[src/rtl/branch_resolve_ctrl.sv]
// ID-stage branch resolution: stalls on operand hazards, then resolves BEQ/BNE and
// issues a registered one-cycle redirect/flush. Define BRANCH_STATS_EN to add event counters.
module branch_resolve_ctrl #(
    parameter int ADDR_WIDTH  = 32,
    parameter int IMM_WIDTH   = 32,
    parameter int STALL_CNT_W = 2
) (
    input  logic                  i_clk,
    input  logic                  i_rst,
    input  logic                  i_branch_valid,
    input  logic [1:0]            i_branch_type,
    input  logic                  i_eq,
    input  logic [ADDR_WIDTH-1:0] i_pc_plus4,
    input  logic [IMM_WIDTH-1:0]  i_imm_sext,
    input  logic                  i_hz_ex_alu,
    input  logic                  i_hz_ex_load,
    input  logic                  i_hz_mem_load,
    output logic                  o_stall,
    output logic                  o_pc_src,
    output logic                  o_flush_ifid,
    output logic [ADDR_WIDTH-1:0] o_branch_target,
    output logic                  o_busy
`ifdef BRANCH_STATS_EN
    ,
    output logic [31:0]           o_taken_cnt,
    output logic [31:0]           o_not_taken_cnt,
    output logic [31:0]           o_stall_cycles
`endif
);

    typedef enum logic [1:0] {
        IDLE,
        WAIT,
        REDIRECT
    } state_t;

    localparam logic [1:0] TYPE_BEQ = 2'b01;
    localparam logic [1:0] TYPE_BNE = 2'b10;

    state_t                  state_reg, state_next;
    logic [STALL_CNT_W-1:0]  cnt_reg, cnt_next;
    logic [ADDR_WIDTH-1:0]   target_reg, target_next;
    logic [ADDR_WIDTH-1:0]   imm_addr;
    logic [ADDR_WIDTH-1:0]   branch_sum;
    logic [STALL_CNT_W-1:0]  need;
    logic                    active;
    logic                    taken;
    logic                    eval;
    logic                    stall_comb;
    logic                    unused_imm_hi;

    // Offset << 2 resized to the address width: sign-extend upward or drop the high bits.
    generate
        for (genvar gi = 0; gi < ADDR_WIDTH; gi++) begin : g_imm
            if (gi < 2) begin : g_zero
                assign imm_addr[gi] = 1'b0;
            end else if (gi - 2 < IMM_WIDTH) begin : g_bit
                assign imm_addr[gi] = i_imm_sext[gi-2];
            end else begin : g_sign
                assign imm_addr[gi] = i_imm_sext[IMM_WIDTH-1];
            end
        end
        if (ADDR_WIDTH < IMM_WIDTH + 2) begin : g_drop
            assign unused_imm_hi = ^i_imm_sext[IMM_WIDTH-1:ADDR_WIDTH-2];
        end else begin : g_keep
            assign unused_imm_hi = 1'b0;
        end
    endgenerate

    assign branch_sum = i_pc_plus4 + imm_addr;
    assign active     = i_branch_valid && (i_branch_type == TYPE_BEQ || i_branch_type == TYPE_BNE);
    assign taken      = (i_branch_type == TYPE_BEQ && i_eq) || (i_branch_type == TYPE_BNE && !i_eq);

    always_comb begin
        need = '0;
        if (i_hz_ex_load) begin
            need = STALL_CNT_W'(2);
        end else if (i_hz_ex_alu || i_hz_mem_load) begin
            need = STALL_CNT_W'(1);
        end
    end

    always_comb begin
        state_next  = state_reg;
        cnt_next    = cnt_reg;
        target_next = target_reg;
        stall_comb  = 1'b0;
        eval        = 1'b0;
        case (state_reg)
            IDLE: begin
                if (active) begin
                    if (need == '0) begin
                        eval = 1'b1;
                    end else begin
                        cnt_next   = need - STALL_CNT_W'(1);
                        state_next = WAIT;
                        stall_comb = 1'b1;
                    end
                end
            end
            WAIT: begin
                stall_comb = (cnt_reg != '0);
                // A dropped valid means the branch was flushed from ID underneath us.
                if (!i_branch_valid) begin
                    state_next = IDLE;
                    cnt_next   = '0;
                end else if (cnt_reg == '0) begin
                    eval = 1'b1;
                end else begin
                    cnt_next = cnt_reg - STALL_CNT_W'(1);
                end
            end
            REDIRECT: begin
                state_next = IDLE;
            end
            default: begin
                state_next = IDLE;
                cnt_next   = '0;
            end
        endcase
        if (eval) begin
            cnt_next   = '0;
            state_next = IDLE;
            if (taken) begin
                target_next = branch_sum;
                state_next  = REDIRECT;
            end
        end
    end

    always_ff @(posedge i_clk) begin
        if (i_rst) begin
            state_reg  <= IDLE;
            cnt_reg    <= '0;
            target_reg <= '0;
        end else begin
            state_reg  <= state_next;
            cnt_reg    <= cnt_next;
            target_reg <= target_next;
        end
    end

    // Redirect pulses come straight from the state register, so they are glitch-free.
    assign o_stall         = stall_comb && !i_rst;
    assign o_pc_src        = (state_reg == REDIRECT);
    assign o_flush_ifid    = (state_reg == REDIRECT);
    assign o_branch_target = target_reg;
    assign o_busy          = (state_reg != IDLE);

`ifdef BRANCH_STATS_EN
    logic [31:0] taken_cnt_reg, not_taken_cnt_reg, stall_cycles_reg;

    always_ff @(posedge i_clk) begin
        if (i_rst) begin
            taken_cnt_reg     <= '0;
            not_taken_cnt_reg <= '0;
            stall_cycles_reg  <= '0;
        end else begin
            if (eval && taken && taken_cnt_reg != 32'hFFFF_FFFF) begin
                taken_cnt_reg <= taken_cnt_reg + 32'd1;
            end
            if (eval && !taken && not_taken_cnt_reg != 32'hFFFF_FFFF) begin
                not_taken_cnt_reg <= not_taken_cnt_reg + 32'd1;
            end
            if (o_stall && stall_cycles_reg != 32'hFFFF_FFFF) begin
                stall_cycles_reg <= stall_cycles_reg + 32'd1;
            end
        end
    end

    assign o_taken_cnt     = taken_cnt_reg;
    assign o_not_taken_cnt = not_taken_cnt_reg;
    assign o_stall_cycles  = stall_cycles_reg;
`endif

endmodule

[config.mk]
export PLATFORM = sky130hd
export DESIGN_NAME = branch_resolve_ctrl
export DESIGN_NICKNAME = d
export VERILOG_FILES = /design/src/rtl/branch_resolve_ctrl.sv
export SDC_FILE = /design/constraint.sdc
export NUM_CORES = 1
export LEC_CHECK = 0
export ABC_AREA = 1
export CAP_MARGIN = 0
export CORE_ASPECT_RATIO = 0.75
export CORE_MARGIN = 10
export CORE_UTILIZATION = 49
export CTS_CLUSTER_DIAMETER = 120
export DETAILED_ROUTE_END_ITERATION = 10
export HOLD_SLACK_MARGIN = 0.03
export PLACE_DENSITY = 0.87
export SYNTH_ARGS = -nofsm -noshare
export SYNTH_HDL_FRONTEND = slang
export SYNTH_SLANG_ARGS = --single-unit
[constraint.sdc]
create_clock -name i_clk -period 2.2 [get_ports i_clk]
set_input_delay 0.33 -clock i_clk [delete_from_list [all_inputs] [get_ports i_clk]]
set_output_delay 0.33 -clock i_clk [all_outputs]
set_load 0.02 [all_outputs]
==> impl_results.md, run 1 <==
* Die area at around 12000 sq um
* I/O pin count at 109
* Max-slew violation count at 0
* Met3 usage at between 4 and 5%
* CP Class: in -> out
* Hold WC Path Type: reg -> reg
* Yosys reg bits at 36
* Hold Path Depth at 2
* Per-cell routed wire length at 14.43 um
* Starting DRT DRC Count at 411
* Synth warn at 0
* Power per Cell Area at 408.6 nW/um^2
* Dpl cells at 908
* Final hold vios at 0
* # clock sinks at 36
* Area taken by multi-input logic gates at 2489 sq um
* Clk_lat worst skew at 0.29 ns
* # rows at 27
* Number of global-route vias before repair at between 4k and 5k
* Sequential Power Share at 31.0%
* Total gr overflow at 0
* Post-DP HPWL at 11310 um
* Core ar. at 7365 sq um
* Antenna-violating nets left at 0
* CTS root buf: clkbuf_8
* Total number of vias at 4543
* Clock power frac at 22.6%
* Drc violations at 0
* Largest fanout on the critical path at 3
* Synthesized cell area at 3724 sq um
* Worst R2R Start: state_reg[1]$_SDFFE_PP0P_
* Nets at a little over 900
* Gate Count Post-Synth at about 660
* Initial antenna violation count at 0
* Worst r2r dst: o_branch_target[31]$_SDFFE_PP0P_
* Crit. End Element: output port
* GPL Wtd Cong at 0.9467
* First-pass GRT wire length at around 22000 um
* Worst Path Required at 1.87 ns
* Mean Syn Cell Area at around 5.7 sq um
* Non-filler instance count after layout at 917
* Final setup TNS at 0 ns
* Max cap viols at 0
* Drt pass-1 iters at 7
* Htree depth at 2
* Sw Ratio at 35.85%
* Final Cycle Share at 97.86%
* Count of cell types in the netlist at 34
* Worst setup path startpoint: i_branch_type[1]
* Crit start category: primary input
* Vias/cell at 4.954
* Die X at approximately 120 um
* Final wirelength at 13240 um
* ANT cells at 0
* Synth Net Count at around 770
* Outcome: finished clean
* Hold Buf Count CTS at 0
* Max clock buf depth at 2
* Sequential element share of the synthesized area at 19.35%
* Gate power share at 46.4%
* Die height at 95.50 um
* Reg area at slightly above 700 sq um
* Reg-to-reg setup timing slack at 0.40 ns
* Met2 usage at roughly 37%
* Met1 Use GR at 30.57%
* Final setup violation count at 0
* Layout Skew at 0.003001 ns
* Final core occ at between 70% and 80%
* Register-to-Register Path Depth at 11
* Worst-path clk slew at 0.07 ns
* Sw Pwr at 792.1 uW
* Most common cell after layout, fill and taps aside: nand2_1
* # fillers at 639
* Critical path destination: o_stall
* Max Clk Rate at 464.5 MHz
* Slew headroom at 76.93%
* Fin crit period at 2.153 ns
* I/O Buffers at 106
* Worst-Margin Slew at between 0.3 and 0.4 ns
* TritonCTS clock tree: built
* Commonest non-fill, non-tap cells in the layout: 208 x nand2_1, 130 x inv_1, 104 x clkdlybuf4s50_1
* P_leak at 2.966 nW
* Total track usage at 22.80%
* Area growth syn-to-layout at 45.23%
* Max FFs per register at 32
* Crit path arrival time at 1.82 ns
* Internal at 1.417 mW
* Gr busiest metal: met2
* VDD IR max at 0.2399 mV
* Share of layout cells above drive strength 1 at 11.76%
* Largest net degree at the start of global routing at 26
* Cts bufs inserted at 5
* Initial Util at roughly half
[power by group through the flow]
stage                     Combinational, mW  Sequential, mW  Clock (mW)
after global placement                0.953           0.697           0
after CTS                             0.983           0.684       0.503
final                                  1.03           0.684       0.500
after global routing                   1.14           0.686       0.529
after floorplan                       0.525           0.714           0
after detailed placement              0.976           0.699           0
[cells by family (layout without fill, tap and decap cells)]
| group | after synthesis | in the layout | synth area share [%] |
|---|---|---|---|
| AND/OR/NAND/NOR | 370 | 370 | 40.93 |
| buffers and inverters | 143 | 300 | 15.69 |
| AO/OA/AOI/OAI | 65 | 65 | 9.846 |
| flip-flops | 36 | 36 | 19.35 |
| adder cells (fa/ha/maj) | 33 | 33 | 11.29 |
| XOR/XNOR | 11 | 11 | 2.587 |
| multiplexers | 1 | 1 | 0.3024 |
[cell usage after synthesis, drive strengths merged]
| library cell | instances | area (sq um) |
|---|---|---|
| clkbuf | 2 | 7.510 |
| nand3 | 47 | 245.2 |
| nand2 | 216 | 823.3 |
| buf | 9 | 78.83 |
| o21bai | 5 | 37.54 |
| a21oi | 33 | 165.2 |
| fa | 1 | 20.02 |
| nor3 | 2 | 10.01 |
| o21ai | 22 | 121.4 |
| a211oi | 2 | 20.02 |
| ha | 32 | 400.4 |
| dfxtp | 36 | 720.7 |
| xor2 | 4 | 35.03 |
| o211ai | 1 | 7.510 |
| nand4 | 6 | 37.54 |
| a21o | 2 | 15.01 |
| xnor2 | 7 | 61.31 |
| mux2 | 1 | 11.26 |
| inv | 132 | 498.0 |
| nand3b | 1 | 20.02 |
| or2 | 1 | 6.260 |
| and2 | 1 | 6.260 |
| nor2 | 96 | 375.4 |
[critical path, cell delays in order]
cell and delay, ns:
clkdlybuf4s50_1 0.45, ha_1 0.30, inv_1 0.05, nand2_2 0.10, o21ai_4 0.07, inv_2 0.06, nand4_1 0.13, a21oi_2 0.19
buf_6 0.13
[repair_timing]
item | CTS | global route
buffers inserted | 0 | 2
gates resized for setup | 6 | 21
pin swaps | 0 | 3
endpoints found under the setup margin | 1 | 18
[metal layers]
layer | part of all wire [%] | wire, um | vias up
li1 | - | - | 2324
met1 | 48 | 6307 | 2042
met2 | 43 | 5717 | 165
met3 | 8.1 | 1069 | 12
met4 | 1.1 | 140 | 0
met5 | 0 | 0 | -
[final cells by class]
| cell class | count | area share [%] |
|---|---|---|
| clock buffers | 7 | 1.782 |
| multi-input cells | 480 | 46.02 |
| repair buffers | 161 | 27.33 |
| inverters | 132 | 9.209 |
| well taps | 101 | 2.337 |
| flip-flops and latches | 36 | 13.33 |
[how the worst min path moves through the flow]
stage / from / end
6_report: o_branch_target[1]$_SDFFE_PP0P_ / o_branch_target[1]$_SDFFE_PP0P_
5_1_grt: o_branch_target[1]$_SDFFE_PP0P_ / o_branch_target[1]$_SDFFE_PP0P_
4_1_cts: o_branch_target[0]$_SDFFE_PP0P_ / o_branch_target[0]$_SDFFE_PP0P_
3_5_place_dp: o_branch_target[0]$_SDFFE_PP0P_ / o_branch_target[0]$_SDFFE_PP0P_
3_3_place_gp: o_branch_target[2]$_SDFFE_PP0P_ / o_branch_target[2]$_SDFFE_PP0P_
2_1_floorplan: cnt_reg[0]$_SDFFE_PP0P_ / cnt_reg[0]$_SDFFE_PP0P_
[through the flow]
step	hold WS, ns	setup WS, ns	power (mW)	instance area [sq um]
after floorplan	0.4596	0.3817	1.239	3724
after global placement	0.4638	-0.3988	1.649	5223
after detailed placement	0.4825	-0.4855	1.675	5223
after CTS	0.4980	0.001761	2.170	5319
after global routing	0.5313	-0.01189	2.350	5408
final	0.4898	0.04712	2.210	5408
No activity file was read; power rests on OpenSTA's default activity.
==> run 2: changes to the inputs <==
--- a/config.mk
+++ b/config.mk
@@ -7,9 +7,11 @@
 export LEC_CHECK = 0
 export ABC_AREA = 1
 export CAP_MARGIN = 0
+export CELL_PAD_IN_SITES_DETAIL_PLACEMENT = 1
+export CELL_PAD_IN_SITES_GLOBAL_PLACEMENT = 2
 export CORE_ASPECT_RATIO = 0.75
 export CORE_MARGIN = 10
-export CORE_UTILIZATION = 49
+export CORE_UTILIZATION = 24
 export CTS_CLUSTER_DIAMETER = 120
 export DETAILED_ROUTE_END_ITERATION = 10
 export HOLD_SLACK_MARGIN = 0.03
==> run 2 against run 1 <==
  * Fmax increased by 1.5%
  * Critical path type is now in -> reg
  * First-iteration DRC count decreased by 60%
  * Largest cell class unchanged
  * Flip-flop and latch count unchanged
  * Clock power rose by 60%
  * Hold slack got worse by 0.0093 ns
  * Largest power group unchanged
==> impl_results.md, run 2 (synthesized netlist as in run 1, its figures left out) <==
* Most common cell after layout, fill and taps aside: nand2_1
* Total number of vias at 4321 (-4.9%)
* Outcome: finished clean
* Area taken by multi-input logic gates at 2472 sq um (-0.65%)
* Non-filler instance count after layout at 1023 (+12%)
* I/O pin count at 109 (unchanged)
* Final core occ at 36.98% (-36 points)
* Largest fanout on the critical path at 4 (+1)
* Final setup violation count at 0 (unchanged)
* Crit path arrival time at 2.28 ns (+0.46 ns)
* Vias/cell at 4.224 (-15%)
* Crit. End Element: flop
* Per-cell routed wire length at 13.46 um (-6.7%)
* Worst R2R Start: state_reg[0]$_SDFFE_PP0P_
* Die area at 20950 sq um (+82%)
* Final hold vios at 0 (unchanged)
* Die height at 127.9 um (+34%)
* Largest net degree at the start of global routing at 27 (+3.8%)
* TritonCTS clock tree: built
* Area growth syn-to-layout at 51.21%
* # clock sinks at 36 (unchanged)
* Hold WC Path Type: reg -> reg
* Internal at 1.681 mW (+19%)
* Initial Util at 24.46% (-26 points)
* Sequential Power Share at 27.2% (-3.8 points)
* Max Clk Rate at 471.3 MHz (+1.5%)
* Number of global-route vias before repair at 4408 (-2.3%)
* Core ar. at 15220 sq um (+110%)
* Final wirelength at 13770 um (+4.1%)
* Gate power share at 41.0% (-5.4 points)
* Starting DRT DRC Count at 163 (-60%)
* Share of layout cells above drive strength 1 at 11.12% (-0.64 points)
* GPL Wtd Cong at 0.8596 (-9.2%)
* Cts bufs inserted at 5 (unchanged)
* Worst-Margin Slew at 0.3772 ns (+0.03359 ns)
* Max FFs per register at 32 (unchanged)
* Antenna-violating nets left at 0 (unchanged)
* I/O Buffers at 106 (unchanged)
* # rows at 39 (+44%)
* Commonest non-fill, non-tap cells in the layout: 211 x nand2_1, 130 x inv_1, 104 x clkdlybuf4s50_1
* Max clock buf depth at 2 (unchanged)
* Max cap viols at 0 (unchanged)
* Drc violations at 0 (unchanged)
* Total gr overflow at 0 (unchanged)
* Initial antenna violation count at 0 (unchanged)
* Clk_lat worst skew at 0.28 ns (about the same)
* Final Cycle Share at 96.45% (-1.4 points)
* Fin crit period at 2.122 ns (-0.03095 ns)
* Max-slew violation count at 0 (unchanged)
* Power per Cell Area at 446.1 nW/um^2 (+9.2%)
* Cell Area, Placed at 5405 sq um (+3.5%)
* Nets at 923 (+0.11%)
* Worst-path clk slew at 0.06 ns (about the same)
* Sw Ratio at 33.07% (-2.8 points)
* Worst setup path startpoint: i_pc_plus4[9]
* First-pass GRT wire length at 22330 um (+3.8%)
* Post-route cell area at 5630 sq um (+4.1%)
* Reg area at 720.7 sq um (unchanged)
* RSZ-0062 raised after global routing: yes
* Post-DP HPWL at 12180 um (+7.7%)
* Worst Path Required at 2.36 ns (+0.49 ns)
* P_leak at 2.996 nW (+1.0%)
* Die X at 163.8 um (+36%)
* Dpl cells at 1014 (+12%)
* Htree depth at 2 (unchanged)
* # fillers at 2044 (+220%)
* CTS root buf: clkbuf_16
* CP Class: in -> reg
* Slew headroom at 74.77% (-2.2 points)
* Hold Crit Start: o_branch_target[2]$_SDFFE_PP0P_
* Total design power at 2.511 mW (+14%)
* Crit start category: primary input
* Total track usage at 13.00% (-9.8 points)
* Clock power frac at 31.8% (+9.2 points)
* Sw Pwr at 830.6 uW (+4.9%)
* VDD IR max at 0.2722 mV (+13%)
* Layout Skew at 0.002608 ns (-0.0003935 ns)
* Drt pass-1 iters at 4 (-3)
* ANT cells at 0 (unchanged)
==> run 2: what timing repair did <==
action,CTS,global route
pin swaps,0,2
setup buffers,0,1
hold buffers,0,0
setup endpoints to repair,1,18
gates resized for setup,4,16
==> run 2: final timing paths <==
check / end / slack (ns) / cells after the start
worst max-delay path: o_branch_target[29]$_SDFFE_PP0P_ / 0.08 / 11
worst min-delay path: o_branch_target[2]$_SDFFE_PP0P_ / 0.48 / 2
worst max register to register: o_branch_target[12]$_SDFFE_PP0P_ / 0.54 / 10
worst min register to register: o_branch_target[2]$_SDFFE_PP0P_ / 0.48 / 2
==> run 2: cell type report <==
class,count,share of cell area (%)
multi-input cells,480,43.91
repair buffers,162,26.98
flip-flops and latches,36,12.80
inverters,132,8.844
well taps,205,4.556
clock buffers,6,2.289
clock inverters,2,0.6222
==> run 2: worst max-delay path, cell delays in order <==
cell	delay, ns
clkdlybuf4s50_1	0.41
ha_1	0.35
nand2_1	0.13
nor2_1	0.18
nand3_1	0.10
nand3_1	0.17
nand2_1	0.11
nand3_1	0.10
nand2_1	0.05
nor2_1	0.26
nor2_1	0.08
==> run 2: metal layers <==
| layer | global-route usage (%) | wire length [um] | vias up |
|---|---|---|---|
| li1 | - | - | 2324 |
| met1 | 19.46 | 7585 | 1907 |
| met2 | 19.46 | 5453 | 85 |
| met3 | 1.958 | 673 | 5 |
| met4 | 1.730 | 59 | 0 |
| met5 | 0 | 0 | - |
==> run 2: power by group through the flow <==
stage	combinational [mW]	sequential, mW	clock (mW)
6_report	1.03	0.684	0.799
5_1_grt	1.15	0.686	0.862
4_1_cts	1.02	0.684	0.831
3_5_place_dp	1.02	0.698	0
3_3_place_gp	1.00	0.697	0
2_1_floorplan	0.525	0.714	0
==> run 2: stage by stage <==
step	setup slack [ns]	setup TNS [ns]	hold WS (ns)
6_report	0.07807	0	0.4805
5_1_grt	-0.01652	-0.02377	0.5031
4_1_cts	0.00001799	0	0.4861
3_5_place_dp	-0.4453	-4.930	0.4728
3_3_place_gp	-0.4099	-3.861	0.4641
2_1_floorplan	0.3817	0	0.4596
